==> src/rtl/pc_fetch_ctrl.sv <==
// Program-counter / fetch-request generator. It picks the next fetch address from
// trap, jump, return-address stack or sequential step, and presents it to the ROM over valid/ready.
module pc_fetch_ctrl #(
  parameter int ADDR_W     = 6,
  parameter int STEP       = 5,
  parameter int RESET_ADDR = 0,
  parameter int RAS_DEPTH  = 4,
  localparam int PW        = $clog2(RAS_DEPTH)
) (
  input  logic              clk,
  input  logic              resetIn,
  input  logic              enable,
  input  logic              jumpEn,
  input  logic [ADDR_W-1:0] addrJump,
  input  logic              callEn,
  input  logic              retEn,
  input  logic              trapEn,
  input  logic [ADDR_W-1:0] trapAddr,
  input  logic              haltIn,
  input  logic              resumeIn,
  input  logic              fetchReady,
  output logic [ADDR_W-1:0] addrOut,
  output logic              fetchValid,
  output logic [PW:0]       rasCount,
  output logic              rasUnderflow,
  output logic              halted
);

  localparam logic [ADDR_W-1:0] STEP_A  = ADDR_W'(STEP);
  localparam logic [ADDR_W-1:0] RESET_A = ADDR_W'(RESET_ADDR);
  localparam logic [PW:0]       FULL    = (PW+1)'(RAS_DEPTH);

  typedef enum logic [1:0] {BOOT, RUN, HALT} state_t;

  state_t            state, state_nxt;
  logic [ADDR_W-1:0] addr_nxt;
  logic [ADDR_W-1:0] addr_inc;
  logic [ADDR_W-1:0] ras_mem [RAS_DEPTH];
  logic [PW-1:0]     ras_ptr;
  logic [ADDR_W-1:0] ras_top;
  logic              push, pop, unf_set;

  assign addr_inc = addrOut + STEP_A;
  assign ras_top  = ras_mem[ras_ptr - 1'b1];
  assign halted   = (state == HALT);

  always_comb begin
    state_nxt = state;
    addr_nxt  = addrOut;
    push      = 1'b0;
    pop       = 1'b0;
    unf_set   = 1'b0;
    case (state)
      BOOT: state_nxt = RUN;
      RUN: begin
        if (trapEn) begin
          addr_nxt = trapAddr;
        end else if (!enable) begin
          addr_nxt = addrOut;
        end else if (haltIn) begin
          state_nxt = HALT;
        end else if (jumpEn) begin
          addr_nxt = addrJump;
          push     = callEn;
        end else if (retEn) begin
          if (rasCount == '0) begin
            addr_nxt = addr_inc;
            unf_set  = 1'b1;
          end else begin
            addr_nxt = ras_top;
            pop      = 1'b1;
          end
        end else if (fetchValid && fetchReady) begin
          addr_nxt = addr_inc;
        end
      end
      HALT: begin
        if (trapEn) begin
          addr_nxt  = trapAddr;
          state_nxt = RUN;
        end else if (enable && resumeIn) begin
          state_nxt = RUN;
        end
      end
      default: state_nxt = BOOT;
    endcase
  end

  always_ff @(posedge clk) begin
    if (resetIn) begin
      state        <= BOOT;
      addrOut      <= RESET_A;
      fetchValid   <= 1'b0;
      ras_ptr      <= '0;
      rasCount     <= '0;
      rasUnderflow <= 1'b0;
    end else begin
      state        <= state_nxt;
      addrOut      <= addr_nxt;
      fetchValid   <= (state_nxt == RUN);
      rasUnderflow <= rasUnderflow | unf_set;
      // Circular stack: a push while full overwrites the oldest slot and the count saturates.
      if (push) begin
        ras_ptr  <= ras_ptr + 1'b1;
        rasCount <= (rasCount == FULL) ? rasCount : rasCount + 1'b1;
      end else if (pop) begin
        ras_ptr  <= ras_ptr - 1'b1;
        rasCount <= rasCount - 1'b1;
      end
    end
  end

  always_ff @(posedge clk) begin
    if (push && !resetIn) ras_mem[ras_ptr] <= addr_inc;
  end

endmodule

==> config.mk <==
export PLATFORM = sky130hd
export DESIGN_NAME = pc_fetch_ctrl
export DESIGN_NICKNAME = d
export VERILOG_FILES = /design/src/rtl/pc_fetch_ctrl.sv
export SDC_FILE = /design/constraint.sdc
export NUM_CORES = 1
export LEC_CHECK = 0
export ABC_AREA = 1
export BUFFER_PORTS_ARGS = -buffer_cell sky130_fd_sc_hd__buf_2
export CORE_MARGIN = 3
export CORE_UTILIZATION = 46
export DETAILED_ROUTE_END_ITERATION = 10
export MAX_ROUTING_LAYER = met4
export PLACE_DENSITY = 0.67
export SKIP_LAST_GASP = 1
export SLEW_MARGIN = 15
export SYNTH_ARGS = -nofsm -noshare
export SYNTH_HDL_FRONTEND = slang
export SYNTH_SLANG_ARGS = --single-unit
==> constraint.sdc <==
create_clock -name clk -period 2.3 [get_ports clk]
set_input_delay 0.23 -clock clk [delete_from_list [all_inputs] [get_ports clk]]
set_output_delay 0.23 -clock clk [all_outputs]
set_load 0.02 [all_outputs]
==> flow_summary.ini <==
[clocking]
hold_buffers = 0
clk_pin_slew_worst_paths_ns = 0.08
clock_path_buffers = 2
cts_made_buffers = 5
ctsResizeCount = 0
htree_levels = 2
clk-insertion-delay-late_ns = 0.29
clockRootBuffer = clkbuf_8
clkSinkCount = 39
cts_tree = done
cts_setup_buffers = 0

[timing]
setup_viol = 0
fin_skew_ns = 0.002694
rsz0062_at_grt = no
period_minus_slack_ns = 1.737
finalCritPeriodShare_pct = 75.54
tightest_slew_ns = 0.4048
finalHoldViolCount = 0
slew_headroom_pct = 72.95
fmax_ghz = 0.5756
setup_ws_ns = 0.5627
setup-tns-final_ns = 0
fin_hold_ws_ns = 0.1910
slew_viol_final = 0

[global_route]
overflow = 0
grtUsageTotal_pct = 18.70
grt_max_degree = 18
first_global_vias = 1560
antenna_found_initial = 0
grt_pass1_wl_um = 7362

[worst_setup_path]
crit_fanout = 6
reg2reg_slack_ns = 0.56
arrival_ns = 1.97
critPathRequiredTime_ns = 2.53
cp-start-kind = flop
path_class = reg2reg
end_kind = flop

[routing]
num_vias = 1711
drc = 0
post_drt_wl_per_cell_um = 13.04
wl_um = 4499
wl_met1_um = 2265
via_per_inst = 4.959
wl_met3_um = 197
dr_wl_met2_um = 1996
top_layer_used = met4
detail-route-antenna-nets = 0
first_pass_iters = 4
dr.first_iter.drc_count = 148

[die]
die_h_um = 72.87
core_area_mm2 = 0.004144
initial_core_util_pct = 49.64
die_x_um = 72.87
rows = 23
die-area_mm2 = 0.005310
io-pin-count = 34

[yosys]
netlist-cell-type-count = 25
synth_compound_area_share_pct = 10.34
ys_warn_count = 0
synth_top_family_by_area = simple AND/OR/NAND/NOR gates
synthCells = 255
syn_avg_cell_area_um2 = 8.067
synthAdderAreaFrac_pct = 4.015
synth-seq-cells = 39
ys_seq_area_share_pct = 49.64
synth_area_mm2 = 0.002057
synth_fp_nets = 283
synthMuxAreaShare_pct = 0
synthSimpleGateAreaFrac_pct = 26.70
synthXorXnorAreaFrac_pct = 0.8516

[place]
port_buffers = 33
place_area_mm2 = 0.002276
place_ws_ns = 0.5653
dp_hpwl_um = 3258
gp_congestion = 0.7941
post-place-cells = 337

[final_layout]
final_cells = 345
fin_area_mm2 = 0.002365
area_growth_pct = 14.96
seq_area_mm2 = 0.001021
drive_gt1_share_pct = 20.68
fillers = 383
nets = 322
multiInputGateArea_um2 = 862.1
num_antenna_cells = 0

[power_and_ir_drop]
p_leak_nw = 1.080
ir_drop_mv = 0.2755
powerDensity_mw_per_mm2 = 600.6

[status]
status = complete, no violations

[flow_run]
drv_cap = 0

[min_path]
hp-class = in2reg
[through the flow]
| stage | power, W | util [%] |
|---|---|---|
| global placement | 0.0009734 | 54.92 |
| global route | 0.001485 | 57.07 |
| finish | 0.001420 | 57.07 |
| CTS | 0.001433 | 57.07 |
| detailed placement | 0.0009764 | 54.92 |
| floorplan | 0.0009187 | - |
[cells by family (layout without fill, tap and decap cells)]
group                      count (synthesis)  after routing
AOI/OAI and AO/OA                         39             39
buffers and inverters                     39             79
and+or+nand+nor                          130            130
DFF                                       39             39
xor gates and xnor gates                   2              2
adders and majority gates                  6              6
[synth_stat cells (all sizes together)]
cell | number | area share (%)
fa | 1 | 0.97
a21oi | 26 | 6.3
nand2 | 76 | 14
o21a | 1 | 0.37
clkbuf | 2 | 0.43
nand4 | 2 | 0.91
edfxtp | 24 | 35
o21ai | 9 | 2.2
nand3b | 1 | 0.37
a211oi | 1 | 0.61
inv | 32 | 5.8
dfxtp | 15 | 15
nand3 | 19 | 4.6
ha | 5 | 3.0
nor2 | 32 | 6.4
xor2 | 2 | 0.85
a311oi | 2 | 0.85
buf | 5 | 2.2
[worst paths after layout]
kind           startpoint      endpoint  cells past startpoint
max reg2reg      state[0]   rasCount[2]                     10
min               resetIn    addrOut[5]                      2
min reg2reg  rasUnderflow  rasUnderflow                      1
max              state[0]   rasCount[2]                     10
[report_power, final]
part           total [W]  switching, W  leakage [nW]  internal (W)
Sequential      0.000778     0.0000135         0.340      0.000764
Clock           0.000459      0.000248        0.0402      0.000211
Combinational   0.000184      0.000121         0.700     0.0000622
[layout by cell type, fill, tap and decap left out, types with 4 or more instances in the layout]
| master | n |
|---|---|
| edfxtp_1 | 24 |
| nand2_2 | 4 |
| buf_2 | 33 |
| nand3_1 | 19 |
| inv_2 | 5 |
| inv_1 | 27 |
| o21ai_0 | 9 |
| clkbuf_8 | 5 |
| dfxtp_1 | 15 |
| a21oi_1 | 26 |
| nor2_1 | 29 |
| nand2_1 | 72 |
| buf_4 | 6 |
| ha_1 | 5 |
[critical path: stages, from the launching register on]
cell and delay, ns:
dfxtp_1 0.42, nand2_2 0.10, nor2_4 0.18, nand2_2 0.11, fa_1 0.39, nand3b_1 0.17
nand2_1 0.09, nor2_2 0.04, nand2_1 0.05, nand2_1 0.04, nor2_1 0.08
[state kept, by name, indices dropped and copies added, names as in the netlist]
register and flops:
ras_mem 24, addrOut 6, rasUnderflow 1, fetchValid 1, state 2, ras_ptr 2
rasCount 3
[metal layers]
metal | up-vias | GRT usage [%]
met2 | 47 | 26.85
met4 | 0 | 6.967
met1 | 754 | 25.85
met5 | - | -
met3 | 4 | 4.132
li1 | 906 | -
[cell type report]
type / instances / area share (%)
Clock buffer: 5 / 2.910
Clock inverter: 3 / 0.8466
Inverter: 32 / 5.079
Multi-Input combinational cell: 177 / 36.46
Sequential cell: 39 / 43.17
Tap cell: 50 / 2.646
Timing Repair Buffer: 39 / 8.889
Note: power is estimated with default switching activity, not from simulation.
